$ cat src/rtl/btn_evt_pkg.sv
// btn_evt_pkg: event codes shared by the button debounce and event arbiter blocks
package btn_evt_pkg;
    typedef logic [1:0] btn_evt_t;
    localparam btn_evt_t EVT_NONE    = 2'd0;
    localparam btn_evt_t EVT_PRESS   = 2'd1;
    localparam btn_evt_t EVT_RELEASE = 2'd2;
    localparam btn_evt_t EVT_LONG    = 2'd3;
endpackage

$ cat src/rtl/btn_debounce_core.sv
// btn_debounce_core: synchroniser, tick-sampled debouncer and optional long-press timer for one button
//   clk      system clock
//   rst      asynchronous active-low reset
//   btn      raw asynchronous button level, 1 = pressed
//   tick     sample strobe from the shared prescaler
//   level    debounced level
//   post     one-cycle strobe, asserted in the cycle whose clock edge updates level/long timer
//   post_evt event code carried by post
//   BTN_LONG_PRESS_EN builds the long-press timer
module btn_debounce_core
    import btn_evt_pkg::*;
#(
    parameter int STABLE_CNT = 8,
    parameter int LONG_CNT   = 500
) (
    input  logic     clk,
    input  logic     rst,
    input  logic     btn,
    input  logic     tick,
    output logic     level,
    output logic     post,
    output btn_evt_t post_evt
);
    logic [1:0] r_sync;
    logic [7:0] r_cnt;
    logic       r_level;
    logic       w_diff;
    logic       w_flip;
    logic       w_long;

    assign w_diff = tick && (r_sync[1] != r_level);
    assign w_flip = w_diff && (r_cnt == 8'(STABLE_CNT - 1));

    always_ff @(posedge clk or negedge rst) begin
        if (!rst) begin
            r_sync  <= '0;
            r_cnt   <= '0;
            r_level <= 1'b0;
        end else begin
            r_sync <= {r_sync[0], btn};
            if (tick) r_cnt <= (w_diff && !w_flip) ? r_cnt + 8'd1 : 8'd0;
            if (w_flip) r_level <= !r_level;
        end
    end

`ifdef BTN_LONG_PRESS_EN
    localparam int LW = $clog2(LONG_CNT + 1);
    logic [LW-1:0] r_long;

    // a level flip in the same tick wins over the long-press event
    assign w_long = tick && r_level && !w_flip && (r_long == LW'(LONG_CNT - 1));

    always_ff @(posedge clk or negedge rst) begin
        if (!rst) r_long <= '0;
        else if (w_flip) r_long <= '0;
        else if (tick && r_level && (r_long != LW'(LONG_CNT))) r_long <= r_long + LW'(1);
    end
`else
    // LONG_CNT has no effect without the long-press timer
    assign w_long = 1'b0 && (LONG_CNT != 0);
`endif

    assign level    = r_level;
    assign post     = w_flip || w_long;
    assign post_evt = w_flip ? (r_level ? EVT_RELEASE : EVT_PRESS) : (w_long ? EVT_LONG : EVT_NONE);
endmodule

$ cat src/rtl/btn_event_arbiter.sv
// btn_event_arbiter: debounces N_BTN buttons and serialises their events onto one valid/ready port
//   clk       system clock
//   rst       asynchronous active-low reset
//   btn       raw button levels, 1 = pressed
//   level     debounced levels
//   evt_valid event presented
//   evt_ready consumer accepts the event
//   evt_id    source button index
//   evt_type  1 PRESS, 2 RELEASE, 3 LONG
//   overrun   sticky: a pending event was overwritten
//   BTN_LONG_PRESS_EN enables LONG events
module btn_event_arbiter
    import btn_evt_pkg::*;
#(
    parameter  int N_BTN      = 4,
    parameter  int TICK_DIV   = 1000,
    parameter  int STABLE_CNT = 8,
    parameter  int LONG_CNT   = 500,
    localparam int IDW        = (N_BTN > 1) ? $clog2(N_BTN) : 1
) (
    input  logic             clk,
    input  logic             rst,
    input  logic [N_BTN-1:0] btn,
    output logic [N_BTN-1:0] level,
    output logic             evt_valid,
    input  logic             evt_ready,
    output logic [IDW-1:0]   evt_id,
    output btn_evt_t         evt_type,
    output logic             overrun
);
    localparam int DW = $clog2(TICK_DIV);

    logic [DW-1:0]  r_div;
    logic           w_tick;
    logic [N_BTN-1:0] w_post;
    btn_evt_t       w_post_evt [N_BTN];
    btn_evt_t       r_slot [N_BTN];
    logic [IDW-1:0] r_last;
    logic           r_valid;
    logic [IDW-1:0] r_id;
    btn_evt_t       r_type;
    logic           r_overrun;
    logic [IDW-1:0] w_cand;
    logic [IDW-1:0] w_gidx;
    logic           w_found;
    logic           w_free;
    logic           w_grant;

    assign w_tick = (r_div == DW'(TICK_DIV - 1));

    always_ff @(posedge clk or negedge rst) begin
        if (!rst) r_div <= '0;
        else r_div <= w_tick ? '0 : r_div + DW'(1);
    end

    for (genvar i = 0; i < N_BTN; i++) begin : g_btn
        btn_debounce_core #(
            .STABLE_CNT(STABLE_CNT),
            .LONG_CNT  (LONG_CNT)
        ) u_core (
            .clk     (clk),
            .rst     (rst),
            .btn     (btn[i]),
            .tick    (w_tick),
            .level   (level[i]),
            .post    (w_post[i]),
            .post_evt(w_post_evt[i])
        );
    end

    // round-robin: first non-empty slot after the last grant, wrapping
    always_comb begin
        w_found = 1'b0;
        w_gidx  = '0;
        w_cand  = '0;
        for (int k = 1; k <= N_BTN; k++) begin
            w_cand = IDW'((int'(r_last) + k) % N_BTN);
            if (!w_found && (r_slot[w_cand] != EVT_NONE)) begin
                w_found = 1'b1;
                w_gidx  = w_cand;
            end
        end
    end

    assign w_free  = !r_valid || evt_ready;
    assign w_grant = w_free && w_found;

    // a post to the slot being granted replaces the granted value without overrun
    always_ff @(posedge clk or negedge rst) begin
        if (!rst) begin
            for (int k = 0; k < N_BTN; k++) r_slot[k] <= EVT_NONE;
            r_overrun <= 1'b0;
        end else begin
            for (int k = 0; k < N_BTN; k++) begin
                if (w_post[k]) begin
                    r_slot[k] <= w_post_evt[k];
                    if ((r_slot[k] != EVT_NONE) && !(w_grant && (w_gidx == IDW'(k)))) r_overrun <= 1'b1;
                end else if (w_grant && (w_gidx == IDW'(k))) begin
                    r_slot[k] <= EVT_NONE;
                end
            end
        end
    end

    always_ff @(posedge clk or negedge rst) begin
        if (!rst) begin
            r_valid <= 1'b0;
            r_id    <= '0;
            r_type  <= EVT_NONE;
            r_last  <= IDW'(N_BTN - 1);
        end else if (w_grant) begin
            r_valid <= 1'b1;
            r_id    <= w_gidx;
            r_type  <= r_slot[w_gidx];
            r_last  <= w_gidx;
        end else if (w_free) begin
            r_valid <= 1'b0;
        end
    end

    assign evt_valid = r_valid;
    assign evt_id    = r_id;
    assign evt_type  = r_type;
    assign overrun   = r_overrun;
endmodule

$ cat config.mk
export PLATFORM = sky130hd
export DESIGN_NAME = btn_event_arbiter
export DESIGN_NICKNAME = d
export VERILOG_FILES = /design/src/rtl/btn_evt_pkg.sv /design/src/rtl/btn_debounce_core.sv /design/src/rtl/btn_event_arbiter.sv
export SDC_FILE = /design/constraint.sdc
export NUM_CORES = 1
export LEC_CHECK = 0
export BUFFER_PORTS_ARGS = -buffer_cell sky130_fd_sc_hd__buf_2
export CAP_MARGIN = 15
export CORE_MARGIN = 2
export CORE_UTILIZATION = 65
export CTS_CLUSTER_DIAMETER = 200
export DETAILED_ROUTE_END_ITERATION = 8
export PLACE_DENSITY = 0.89
export SYNTH_ARGS = -nofsm -noshare
export SYNTH_HDL_FRONTEND = slang
export SYNTH_SLANG_ARGS = --single-unit
$ cat constraint.sdc
create_clock -name clk -period 4.05 [get_ports clk]
set_input_delay 0.81 -clock clk [delete_from_list [all_inputs] [get_ports clk]]
set_output_delay 0.81 -clock clk [all_outputs]
set_load 0.01 [all_outputs]
Word level (Yosys, flattened, before mapping)
Cells that the tools add are included.
{"block": "op_classes", "order_cmp": 5, "reduce_logical": 55, "bitwise_logic": 5, "n_mux": 50, "eq_ne": 12, "add_sub_neg": 9}
{"operator": "2-bit two-way mux", "count": 26}
{"operator": "8-bit by 1-bit adder with 8-bit output, second input constant", "count": 4}
{"operator": "8-bit by 3-bit equality test with 1-bit output, second input constant", "count": 4}
{"operator": "8-bit two-way mux", "count": 4}
{"operator": "2-bit nonzero test", "count": 13}
{"operator": "1-bit logical AND", "count": 24}
{"operator": "2-bit binary-select mux with 2-bit select", "count": 5}
{"operator": "1-bit zero test", "count": 16}
{"operator": "3-bit >= comparator, second input constant", "count": 5}
{"operator": "2-bit inverter with 3-bit output", "count": 5}
{"operator": "1-bit two-way mux", "count": 14}
{"operator": "10-bit by 1-bit adder with 10-bit output, second input constant", "count": 1}
{"operator": "10-bit equality test, second input constant", "count": 1}
{"operator": "10-bit two-way mux", "count": 1}
{"operator": "2-bit by 1-bit adder with 2-bit output, second input constant", "count": 2}
{"operator": "2-bit adder, second input constant", "count": 2}
{"operator": "2-bit equality test, second input constant", "count": 2}
{"operator": "1-bit inequality test", "count": 4}
{"operator": "2-bit by 1-bit equality test with 1-bit output, second input constant", "count": 1}
{"operator": "2-bit zero test", "count": 1}
{"operator": "1-bit logical OR", "count": 1}
{"block": "word_totals", "inputBits": 7, "elab_cells": 158, "ff_bits": 70}

Logic depth before layout (Yosys ltp)
Gate-level depths: netlist of run 1.
{"block": "logic_depth", "ltp_word": 28, "mapped_depth": 9, "ltp_nobuf": 7}

By module
From an unflattened synthesis of run 1, not the netlist that was laid out.
{"block": "unflattened", "cells_unflattened": 354, "hier_area_um2": 3648.5}
{"module": "btn_debounce_core", "cells_each": 54, "area_each_um2": 564.3, "n_inst": 4}
{"module": "btn_event_arbiter", "cells_each": 138, "area_each_um2": 1391.3, "n_inst": 1}

Worst setup path after synthesis of run 1
Ideal clock, no wire load.
{"block": "synth_timing", "path_kind": "register to register", "start": "register r_slot[4] in the netlist's numbering", "end": "register r_overrun (netlist: overrun)", "path_stages_with_launch": 7, "t_required_ps": 3923, "arrival_time_ps": 1968, "period_less_slack_ps": 2095, "path_slack_ps": 1955, "setup_time_ps": 127, "cell_sequence": "dfrtp_1 or4_4 a32oi_4 o311ai_4 or3_4 a211oi_2 o22ai_1"}
{"block": "synth_between", "elab_chain_len": 26, "word_cells_on_any_way": 56}
{"item": "from (decl)", "line_no": "btn_event_arbiter.sv:37", "source": "btn_evt_t r_slot [N_BTN];"}
{"item": "from (signal, indexed assignment)", "line_no": "btn_event_arbiter.sv:96", "source": "r_slot[k] <= w_post_evt[k];"}
{"item": "2-bit binary-select mux with 2-bit select", "line_no": "btn_event_arbiter.sv:78", "source": "if (!w_found && (r_slot[w_cand] != EVT_NONE)) begin"}
{"item": "2-bit two-way mux (implied by the code) (2 in a row)", "line_no": "btn_event_arbiter.sv:78"}
{"item": "2-bit nonzero test", "line_no": "btn_event_arbiter.sv:78"}
{"item": "1-bit two-way mux", "line_no": "btn_event_arbiter.sv:78"}
{"item": "1-bit zero test", "line_no": "btn_event_arbiter.sv:78"}
{"item": "1-bit logical AND", "line_no": "btn_event_arbiter.sv:78"}
{"item": "1-bit two-way mux", "line_no": "btn_event_arbiter.sv:78"}
{"item": "1-bit zero test", "line_no": "btn_event_arbiter.sv:78"}
{"item": "(+9 left out)"}
{"item": "1-bit two-way mux", "line_no": "btn_event_arbiter.sv:97", "source": "if ((r_slot[k] != EVT_NONE) && !(w_grant && (w_gidx == IDW'(k)))) r_overrun <= 1'b1;"}
{"item": "1-bit two-way mux", "line_no": "btn_event_arbiter.sv:95", "source": "if (w_post[k]) begin"}
{"item": "1-bit two-way mux", "line_no": "btn_event_arbiter.sv:97"}
{"item": "1-bit two-way mux", "line_no": "btn_event_arbiter.sv:95"}
{"item": "1-bit two-way mux", "line_no": "btn_event_arbiter.sv:97"}
{"item": "1-bit two-way mux", "line_no": "btn_event_arbiter.sv:95"}
{"item": "1-bit two-way mux", "line_no": "btn_event_arbiter.sv:97"}
{"item": "1-bit two-way mux *", "line_no": "btn_event_arbiter.sv:95"}
{"item": "to (signal assigned)", "line_no": "btn_event_arbiter.sv:92", "source": "r_overrun <= 1'b0;"}
{"item": "to (signal assigned)", "line_no": "btn_event_arbiter.sv:97"}
{"item": "to (decl)", "line_no": "btn_event_arbiter.sv:42", "source": "logic r_overrun;"}
Mark *: on every way between the ends. The rest lies on a longest branch, timed or not. The select of a mux whose other input is x is not followed.
A chain may end at the register's enable or synchronous reset.

Worst setup path in the final report of run 1
{"block": "layout_timing", "start": "register r_div[0]", "end": "register r_overrun (netlist: overrun)"}
{"block": "layout_between", "elab_chain_len": 10, "word_cells_on_any_way": 16}
{"item": "from (decl)", "line_no": "btn_event_arbiter.sv:33", "source": "logic [DW-1:0] r_div;"}
{"item": "from (signal assigned)", "line_no": "btn_event_arbiter.sv:53", "source": "else r_div <= w_tick ? '0 : r_div + DW'(1);"}
{"item": "10-bit equality test *", "line_no": "btn_event_arbiter.sv:49", "source": "assign w_tick = (r_div == DW'(TICK_DIV - 1));"}
{"item": "1-bit logical AND", "line_no": "btn_debounce_core.sv:31", "source": "assign w_diff = tick && (r_sync[1] != r_level);"}
{"item": "1-bit logical AND", "line_no": "btn_debounce_core.sv:32", "source": "assign w_flip = w_diff && (r_cnt == 8'(STABLE_CNT - 1));"}
{"item": "1-bit two-way mux", "line_no": "btn_event_arbiter.sv:95"}
{"item": "1-bit two-way mux", "line_no": "btn_event_arbiter.sv:97"}
{"item": "1-bit two-way mux", "line_no": "btn_event_arbiter.sv:95"}
{"item": "1-bit two-way mux", "line_no": "btn_event_arbiter.sv:97"}
{"item": "1-bit two-way mux", "line_no": "btn_event_arbiter.sv:95"}
{"item": "1-bit two-way mux", "line_no": "btn_event_arbiter.sv:97"}
{"item": "1-bit two-way mux *", "line_no": "btn_event_arbiter.sv:95"}
Mark *: on every way between the ends. The rest lies on a longest branch, timed or not.

==> results.sh, run 1 <==
export IMPL_cts_root_buf="clkbuf_8"
export IMPL_setup_violations=0
export IMPL_syn_area_per_cell_um2=9.717
export IMPL_die_w_um=76.85
export IMPL_insertedDiodeCount=0
export IMPL_post_cts_resized=0
export IMPL_switchingPower_w=0.0006807
export IMPL_power_frac_seq_pct=41.7
export IMPL_grt_max_degree=37
export IMPL_slew_viol_final=0
export IMPL_syn_inst=355
export IMPL_ant_nets=0
export IMPL_dieArea_mm2=0.005906
export IMPL_maxSlewHeadroom_pct=48.05
export IMPL_routabilityCongestion=0.9667
export IMPL_cp_data_required_time_ns=4.32
export IMPL_final_area_mm2=0.003797
export IMPL_r2r_start="r_div[0]"
export IMPL_ioPinCount=17
export IMPL_antenna_found_initial=0
export IMPL_max_vdd_ir_drop_mv=0.4326
export IMPL_drtIter0Drc=194
export IMPL_fin_worst_skew_ns=0.007159
export IMPL_power_frac_comb_pct=27.3
export IMPL_vias_per_cell=6.083
export IMPL_insertion_delay_ns=0.35
export IMPL_worstMarginPinSlew_ns=0.7793
export IMPL_cp_max_fo=34
export IMPL_hpwl_um=4689
export IMPL_cap_violations=0
export IMPL_r2r_end="overrun"
export IMPL_ys_warn_count=0
export IMPL_pwr_share_clk_pct=31.0
export IMPL_htreeDepth=3
export IMPL_outcome="completed"
export IMPL_start_util_pct=67.54
export IMPL_avgRoutedWirePerCell_um=15.39
export IMPL_rows=26
export IMPL_critPathLaunchType="register"
export IMPL_p_per_area_mw_per_mm2=531.1
export IMPL_drive_gt1_share_pct=12.80
export IMPL_rsz0062_at_grt="no"
export IMPL_leakage_nw=1.653
export IMPL_ys_seq_area_share_pct=50.85
export IMPL_grtUsageTotal_pct=25.68
export IMPL_vias=2707
export IMPL_hp_class="register to register"
export IMPL_p_int_w=0.001336
export IMPL_cts_hold_buf=0
export IMPL_fin_crit_ns=2.429
export IMPL_switching_share_pct=33.75
export IMPL_synth_edff_count=0
export IMPL_dr_pass1_iters=5
export IMPL_arrival_ns=2.70
export IMPL_grt_remaining_overflow=0
export IMPL_fmax_mhz=411.7
export IMPL_regToRegSetupSlack_ns=1.62
export IMPL_layout_setup_ws_ns=1.621
export IMPL_whs_path_depth=0
export IMPL_nets=382
export IMPL_cp_end_kind="register"
export IMPL_port_buffers=16
export IMPL_cts_sinks=70
export IMPL_cts_tree="yes"
export IMPL_postCtsSetupBuffers=0
export IMPL_fp_dieH_um=76.85
export IMPL_grt_pass1_wl_um=12070
export IMPL_drc=0
export IMPL_routed_wl_um=6849
export IMPL_fin_crit_sh_pct=59.97
export IMPL_setup_tns_ns=0
export IMPL_ys_seq_elements=70
export IMPL_hold_start="g_btn[3].u_core.r_sync[0]"
export IMPL_dp_slack_ns=1.611
export IMPL_synth_area_mm2=0.003450
export IMPL_cts_clk_slew_worst_paths_ns=0.07
export IMPL_syn_nets=367
export IMPL_area_growth_pct=10.08
export IMPL_core_mm2=0.005107
export IMPL_cts_buffers_inserted=9
export IMPL_min_to="g_btn[3].u_core.r_sync[1]"
export IMPL_cts_max_path_buffers=2
export IMPL_grt_pass1_vias=2658
export IMPL_ys_flop_type="dfrtp_1"
export IMPL_final_hold_violation_count=0
export IMPL_dpl_instance_area_mm2=0.003575
export IMPL_synth_cell_type_count=47
export IMPL_reg2reg_depth=8
export IMPL_crit_type="register to register"
export IMPL_ys_async_sr_fraction_pct=100.0
flip-flops by register name (all words and copies together), names as in the netlist:
| name | count |
|---|---|
| evt_valid | 1 |
| overrun | 1 |
| g_btn.u_core.level | 4 |
| evt_type | 2 |
| r_last | 2 |
| g_btn.u_core.r_sync | 8 |
| g_btn.u_core.r_cnt | 32 |
| r_div | 10 |
| evt_id | 2 |
| r_slot | 8 |
metrics by stage:
stage	power [W]	instances	hold slack [ns]	utilization [%]
floorplan	0.001236	355	0.3312	-
global placement	0.001351	429	0.3334	69.99
detailed placement	0.001381	429	0.3372	69.99
CTS	0.002011	445	0.3532	74.35
global route	0.002116	445	0.3620	74.35
finish	0.002017	445	0.3509	74.35
final cells by class:
| cell class | instances | area [um^2] |
|---|---|---|
| fill | 364 | 1310 |
| sequential | 70 | 1754 |
| inverter | 8 | 30.03 |
| clock buffer | 10 | 137.6 |
| multi-input combinational | 261 | 1593 |
| timing repair buffer | 20 | 110.1 |
| tap | 70 | 87.58 |
| clock inverter | 6 | 85.08 |
cell usage after synthesis, types with 3 or more instances:
master    count  area (um^2)
nor2b_1       4        25.02
and3_1        9        56.30
inv_1         8        30.03
or3_1         5        31.28
clkbuf_1     10        37.54
buf_4         4        30.03
mux2i_1       3        30.03
xnor2_1      10        87.58
o21ai_0      44        220.2
nand2_1      47        176.4
o22ai_1       5        31.28
nand3_1      24        120.1
o31ai_1       5        37.54
nand2b_1      5        31.28
nand4b_1      7        61.31
nor4_1        5        31.28
dfrtp_1      68         1702
o41ai_1       3        26.28
nor2_1       22        82.58
nor3_1        4        20.02
ha_1          5        62.56
o21ai_1       6        30.03
nand4_1       5        31.28
xor2_1       14        122.6
how the worst max path moves through the flow:
stage / to / startpoint / depth (start not counted) / slack [ns]
2_1_floorplan: overrun / r_slot[4] / 6 / 1.95
3_3_place_gp: overrun / r_div[0] / 8 / 1.76
3_5_place_dp: overrun / r_div[0] / 8 / 1.61
4_1_cts: overrun / r_div[0] / 8 / 1.61
5_1_grt: overrun / r_div[0] / 8 / 1.45
6_report: overrun / r_div[0] / 8 / 1.62
placed cells by master (no fill, tap or decap), types with 7 or more instances in the layout:
master,n
nand4b_1,7
xor2_1,14
inv_1,8
nand2_1,47
clkbuf_8,10
o21ai_0,44
buf_2,16
dfrtp_1,68
xnor2_1,10
nand3_1,24
nor2_1,22
and3_1,9
power by group through the flow:
stage	registers, W	clock network [W]	logic, W
6_report	0.000841	0.000625	0.000551
5_1_grt	0.000848	0.000671	0.000597
4_1_cts	0.000836	0.000634	0.000541
3_5_place_dp	0.000847	0	0.000534
3_3_place_gp	0.000845	0	0.000506
2_1_floorplan	0.000837	0	0.000399
logic make-up (layout without fill, tap and decap cells):
kind of cell    count (synthesis)  in the layout  share of synthesized area [%]
simple gates                  152            152                          22.92
xor+xnor                       24             24                          6.094
flops                          70             70                          50.85
compound gates                 77             77                          14.33
buf+inv                        24             44                          3.120
mux                             3              3                         0.8705
fa+ha+maj                       5              5                          1.814
layer usage:
metal	part of all wire (%)	wire [um]	global-route usage (%)	vias to the layer above
li1	-	-	-	1294
met1	43	2972	32.83	1306
met2	50	3398	41.32	94
met3	5.4	371	7.529	13
met4	1.6	107	10.00	0
met5	0	0	0	-
critical path, cell delays in order, from the launching register on:
cell and delay [ns]:
dfrtp_1 0.38, ha_1 0.21, nand4b_1 0.18, or3_1 0.38, buf_4 0.25, or3_1 0.51
nor2_2 0.15, a211oi_2 0.08, o22ai_1 0.19
No activity file was read; power rests on OpenSTA's default activity.
==> run 2, diff against run 1 <==
--- a/config.mk
+++ b/config.mk
@@ -8,10 +8,10 @@
 export BUFFER_PORTS_ARGS = -buffer_cell sky130_fd_sc_hd__buf_2
 export CAP_MARGIN = 15
 export CORE_MARGIN = 2
-export CORE_UTILIZATION = 65
+export CORE_UTILIZATION = 55
 export CTS_CLUSTER_DIAMETER = 200
 export DETAILED_ROUTE_END_ITERATION = 8
-export PLACE_DENSITY = 0.89
+export PLACE_DENSITY = 0.81
 export SYNTH_ARGS = -nofsm -noshare
 export SYNTH_HDL_FRONTEND = slang
 export SYNTH_SLANG_ARGS = --single-unit
==> constraint.sdc (replaced) <==
create_clock -name clk -period 2.1 [get_ports clk]
set_input_delay 0.42 -clock clk [delete_from_list [all_inputs] [get_ports clk]]
set_output_delay 0.42 -clock clk [all_outputs]
set_load 0.01 [all_outputs]
==> run 2 against run 1 <==
  * The run now ends with negative setup slack left
  * Via count grew 3.6%
  * Largest power group is now combinational cells
  * Highest routed layer unchanged
  * Count of clock-buffer cells in the layout is the same
  * Largest cell class unchanged
  * Sequential power grew 88%
  * Sequential share of layout area is 3.2 points lower
  * Critical path type unchanged
==> results.sh, run 2 (same netlist as run 1, synthesis figures left out) <==
export IMPL_outcome="complete, but fails checks"
export IMPL_violations="negative setup slack"
export IMPL_dr_pass1_iters=4
export IMPL_fin_hold_ws_ns=0.06901
export IMPL_cts_sinks=70
export IMPL_grt_pass1_wl_um=12780
export IMPL_largest_register="g_btn.u_core.r_cnt"
export IMPL_cap_violations=0
export IMPL_layout_commonest_cell="dfrtp_1"
export IMPL_grt_max_degree=71
export IMPL_vias_per_cell=5.817
export IMPL_dp_slack_ns=-0.02661
export IMPL_cts_clk_slew_worst_paths_ns=0.08
export IMPL_largest_reg_flops=32
export IMPL_dieArea_mm2=0.006921
export IMPL_fin_worst_skew_ns=0.01156
export IMPL_mostFrequentLayoutCells="dfrtp_1 (68), nand2_1 (47), o21ai_0 (42)"
export IMPL_rows=28
export IMPL_htreeDepth=3
export IMPL_max_vdd_ir_drop_mv=0.7998
export IMPL_insertedDiodeCount=0
export IMPL_vias=2804
export IMPL_fmax_mhz=448.8
export IMPL_core_mm2=0.005991
export IMPL_cts_hold_buf=0
export IMPL_grtUsageTotal_pct=22.17
export IMPL_multiInputGateArea_mm2=0.001650
export IMPL_grt_remaining_overflow=0
export IMPL_die_w_um=83.20
export IMPL_cts_max_path_buffers=2
export IMPL_drtIter0Drc=214
export IMPL_final_hold_violation_count=0
export IMPL_antenna_found_initial=0
export IMPL_nets=414
export IMPL_cp_end_kind="register"
export IMPL_cts_root_buf="clkbuf_8"
export IMPL_area_growth_pct=18.32
export IMPL_layout_setup_ws_ns=-0.1281
export IMPL_worstMarginPinSlew_ns=0.6012
export IMPL_drive_gt1_share_pct=21.38
export IMPL_leakage_nw=1.817
export IMPL_fillers=432
export IMPL_finalNonFillerCells=482
export IMPL_fin_crit_sh_pct=106.1
export IMPL_regArea_mm2=0.001754
export IMPL_hp_class="input pin to async pin"
export IMPL_avgRoutedWirePerCell_um=15.17
export IMPL_cts_tree="yes"
export IMPL_cts_buffers_inserted=9
export IMPL_ant_nets=0
export IMPL_grt_pass1_vias=2832
export IMPL_insertion_delay_ns=0.34
export IMPL_start_util_pct=57.58
export IMPL_p_per_area_mw_per_mm2=1069
export IMPL_placed_cells=465
export IMPL_cp_data_required_time_ns=2.31
export IMPL_slew_viol_final=0
export IMPL_routed_wl_um=7314
export IMPL_critPathLaunchType="register"
export IMPL_drc=0
export IMPL_cp_max_fo=8
export IMPL_setup_violations=7
export IMPL_total_power_w=0.004365
export IMPL_arrival_ns=2.44
export IMPL_crit_type="register to register"
export IMPL_reg2reg_depth=7
export IMPL_reg_largest_list="g_btn.u_core.r_cnt: 32 flops, r_div: 10 flops"
export IMPL_maxSlewHeadroom_pct=59.68
export IMPL_ioPinCount=17
export IMPL_rsz0062_at_grt="yes"
export IMPL_fin_crit_ns=2.228
export IMPL_port_buffers=16
export IMPL_fp_dieH_um=83.20
export IMPL_hpwl_um=4941
export IMPL_routabilityCongestion=0.8646
==> run 2: changes by cell type in the layout (fill, tap and decap cells not counted), moves of 2 or more <==
cell,delta
nor3_2,-2
nand3_1,-2
o21ai_1,+2
or3_4,+2
o21ai_0,-2
buf_4,+31
or3_1,-2
nor3_4,+2
clkinv_4,+2
clkinvlp_4,-2
==> run 2: cell type report <==
cell class,count,share of cell area (%)
multi-input combinational,261,40.44
inverter,8,0.7357
tap,75,2.299
timing repair buffer,52,8.890
clock buffer,10,3.127
clock inverter,6,1.533
sequential,70,42.98
==> run 2: report_power, final <==
part | internal [W] | switching [W]
Clock | 0.000547 | 0.000527
Combinational | 0.000806 | 0.000910
Sequential | 0.00148 | 0.0000945
Total | 0.00283 | 0.00153
==> run 2: stage by stage <==
stage | area [um^2] | TNS (ns) | util, %
5_1_grt | 4081 | -1.233 | 68.13
4_1_cts | 4034 | -0.1137 | 67.34
3_3_place_gp | 3826 | 0 | 63.87
3_5_place_dp | 3826 | -0.04807 | 63.87
6_report | 4081 | -0.3529 | 68.13
2_1_floorplan | 3450 | 0 | -
==> run 2: final timing paths <==
kind                                      startpoint                   endpoint  slack [ns]
setup / recovery                           r_last[1]                    overrun       -0.13
hold reg to reg            g_btn[1].u_core.r_sync[0]  g_btn[1].u_core.r_sync[1]        0.35
setup reg to reg                           r_last[1]                    overrun       -0.13
max in group asynchronous                        rst                  r_last[1]        1.66
min in group clk                              btn[0]  g_btn[0].u_core.r_sync[0]        0.18
hold / removal                                   rst  g_btn[0].u_core.r_sync[1]        0.07
==> run 2: what timing repair did <==
action / 4_1_cts / 5_1_grt
gates resized for setup: 2 / 12
gates cloned: 0 / 0
setup endpoints to repair: 6 / 23
pin swaps: 0 / 7
setup buffers: 1 / 0
==> run 2: metal layers <==
layer  track usage [%]  routed length (um)  vias to the layer above
met2             36.22                3566                       56
met3             3.777                 258                       11
met1             30.08                3376                     1376
met5                 0                   0                        -
li1                  -                   -                     1361
met4             7.601                 112                        0
==> run 2: critical path, stage by stage (launching register included) <==
cell	delay, ns
dfstp_2	0.63
o21bai_1	0.14
a21oi_1	0.11
a211oi_1	0.50
buf_4	0.26
nand2_1	0.14
nor3_1	0.22
o22ai_1	0.10
==> run 3, diff against run 2 <==
--- a/config.mk
+++ b/config.mk
@@ -11,7 +11,9 @@
 export CORE_UTILIZATION = 55
 export CTS_CLUSTER_DIAMETER = 200
 export DETAILED_ROUTE_END_ITERATION = 8
+export GPL_TIMING_DRIVEN = 0
 export PLACE_DENSITY = 0.81
+export SETUP_SLACK_MARGIN = 0.5
 export SYNTH_ARGS = -nofsm -noshare
 export SYNTH_HDL_FRONTEND = slang
 export SYNTH_SLANG_ARGS = --single-unit
==> run 3 against run 2 <==
  * The run still ends with negative setup slack left
  * Setup slack worse by 0.10 ns
  * Hold slack better by 0.088 ns
  * Count of clock-buffer cells in the layout is 2 higher
  * Sequential share of layout area is 7.9 points lower
  * Critical path depth is 1 lower
  * Global-route usage is 4.4 points higher
  * Non-clock buffer count is 27 higher
  * Design area is 23% higher
  * First-iteration DRC count is 27% higher
  * Die area stayed put
  * Critical path type unchanged
  * Largest cell class is now multi-input combinational cells
==> results.sh, run 3 (same netlist as run 1, synthesis figures left out) <==
export IMPL_fmax_mhz=429.0
export IMPL_cap_violations=0
export IMPL_setup_violations=9
export IMPL_drc=0
export IMPL_insertion_delay_ns=0.36
export IMPL_violations="negative setup slack"
export IMPL_drtIter0Drc=272
export IMPL_dp_slack_ns=-0.1765
export IMPL_port_buffers=16
export IMPL_crit_type="register to register"
export IMPL_power_frac_comb_pct=44.1
export IMPL_start_util_pct=57.58
export IMPL_layout_setup_ws_ns=-0.2308
export IMPL_htreeDepth=3
export IMPL_switching_share_pct=36.78
export IMPL_maxSlewHeadroom_pct=40.23
export IMPL_fp_dieH_um=83.20
export IMPL_grt_pass1_wl_um=14680
export IMPL_hpwl_um=4711
export IMPL_p_per_area_mw_per_mm2=1001
export IMPL_area_growth_pct=45.38
export IMPL_antenna_found_initial=0
export IMPL_whs_path_depth=1
export IMPL_cp_data_required_time_ns=2.34
export IMPL_dieArea_mm2=0.006921
export IMPL_die_w_um=83.20
export IMPL_final_area_mm2=0.005015
export IMPL_mostFrequentLayoutCells="dfrtp_1 (66), nand2_1 (29), buf_4 (26)"
export IMPL_hp_class="input pin to register"
export IMPL_grtUsageTotal_pct=26.57
export IMPL_core_mm2=0.005991
export IMPL_cp_depth=6
export IMPL_fin_crit_sh_pct=111.0
export IMPL_nets=441
export IMPL_cp_max_fo=6
export IMPL_fin_crit_ns=2.331
export IMPL_outcome="complete, but fails checks"
export IMPL_grt_remaining_overflow=0
export IMPL_critPathBufInv=0
export IMPL_cts_buffers_inserted=9
export IMPL_rows=28
export IMPL_regToRegSetupSlack_ns=-0.23
export IMPL_p_int_w=0.003172
export IMPL_slew_viol_final=0
export IMPL_grt_max_degree=71
export IMPL_cp_end_kind="register"
export IMPL_cts_clk_slew_worst_paths_ns=0.08
export IMPL_power_frac_seq_pct=33.0
export IMPL_dpl_instance_area_mm2=0.003725
export IMPL_grt_pass1_vias=3101
export IMPL_max_stage_delay_ns=0.61
export IMPL_avgRoutedWirePerCell_um=21.50
export IMPL_critPathLaunchType="register"
export IMPL_layout_commonest_cell="dfrtp_1"
export IMPL_cts_tree="yes"
export IMPL_routabilityCongestion=0.8640
export IMPL_leakage_nw=2.197
export IMPL_vias_per_cell=6.409
export IMPL_arrival_ns=2.57
export IMPL_fin_hold_ws_ns=0.1571
export IMPL_switchingPower_w=0.001845
export IMPL_largest_reg_flops=32
export IMPL_insertedDiodeCount=0
export IMPL_cts_root_buf="clkbuf_8"
export IMPL_drive_gt1_share_pct=45.39
export IMPL_setup_tns_ns=-1.010
export IMPL_reg_largest_list="g_btn.u_core.r_cnt: 32 flops, r_div: 10 flops"
export IMPL_final_hold_violation_count=0
export IMPL_rsz0062_at_grt="yes"
export IMPL_routed_wl_um=10940
export IMPL_cts_sinks=70
export IMPL_cts_max_path_buffers=2
export IMPL_max_vdd_ir_drop_mv=0.9745
export IMPL_cts_hold_buf=0
export IMPL_largest_register="g_btn.u_core.r_cnt"
export IMPL_fillers=274
export IMPL_reg2reg_depth=6
export IMPL_worstPathCellList="or4_4 > a32oi_4 > o311ai_4 > or3_4 > a211oi_2 > o22ai_1"
export IMPL_pwr_share_clk_pct=22.8
export IMPL_fin_worst_skew_ns=0.007613
export IMPL_worstMarginPinSlew_ns=0.8966
export IMPL_dr_pass1_iters=5
export IMPL_path_delay_family="simple AND/OR/NAND/NOR gates"
export IMPL_vias=3262
export IMPL_cpMaxStageDelayCell="or4_4"
export IMPL_ioPinCount=17
export IMPL_ant_nets=0
## run 3: changes by cell type in the layout (fill, tap and decap cells not counted), sizes merged
cell,delta
clkbuf,+10
clkinv,-2
buf,+19
## run 3: area by class of cell
| type | instances | area, um^2 | share of cell area (%) |
|---|---|---|---|
| well taps | 75 | 93.84 | 1.871 |
| multi-input cells | 261 | 2141 | 42.69 |
| flip-flops and latches | 70 | 1757 | 35.03 |
| clock buffers | 12 | 155.1 | 3.094 |
| plain buffers | 16 | 225.2 | 4.491 |
| inverters | 8 | 30.03 | 0.5988 |
| repair buffers | 63 | 568.0 | 11.33 |
| clock inverters | 4 | 45.04 | 0.8982 |
## run 3: routing by layer
metal | vias up | track usage (%) | routed length [um]
met3 | 57 | 3.976 | 677
met4 | 0 | 13.86 | 570
met5 | - | 0 | 0
li1 | 1419 | - | -
met1 | 1607 | 33.40 | 4060
met2 | 179 | 44.50 | 5636
## run 3: power groups by stage
stage	clock, W	combinational, W	sequential [W]
after floorplan	0	0.000788	0.00161
after global placement	0	0.00100	0.00163
after detailed placement	0	0.00103	0.00164
after CTS	0.00111	0.00134	0.00162
after global routing	0.00121	0.00233	0.00167
final	0.00115	0.00221	0.00166
## run 3: worst paths after layout
kind,start,end
worst max-delay path,r_slot[4],overrun
worst min-delay path,btn[0],g_btn[0].u_core.r_sync[0]
worst max register to register,r_slot[4],overrun
worst min register to register,g_btn[2].u_core.r_sync[0],g_btn[2].u_core.r_sync[1]
max in group asynchronous,rst,r_slot[5]
min in group asynchronous,rst,g_btn[2].u_core.level
## run 3: timing repair
item,CTS,global route
resized for setup,101,81
pin swaps,24,23
buffers inserted,29,14
setup endpoints to repair,57,61
cloned,4,0
## run 3: stage by stage
step / utilization [%] / cells / power [W]
after global placement: 62.13 / 446 / 0.002628
after floorplan: - / 355 / 0.002403
final: 83.71 / 509 / 0.005017
after CTS: 76.65 / 495 / 0.004071
after global routing: 83.71 / 509 / 0.005203
after detailed placement: 62.18 / 446 / 0.002672
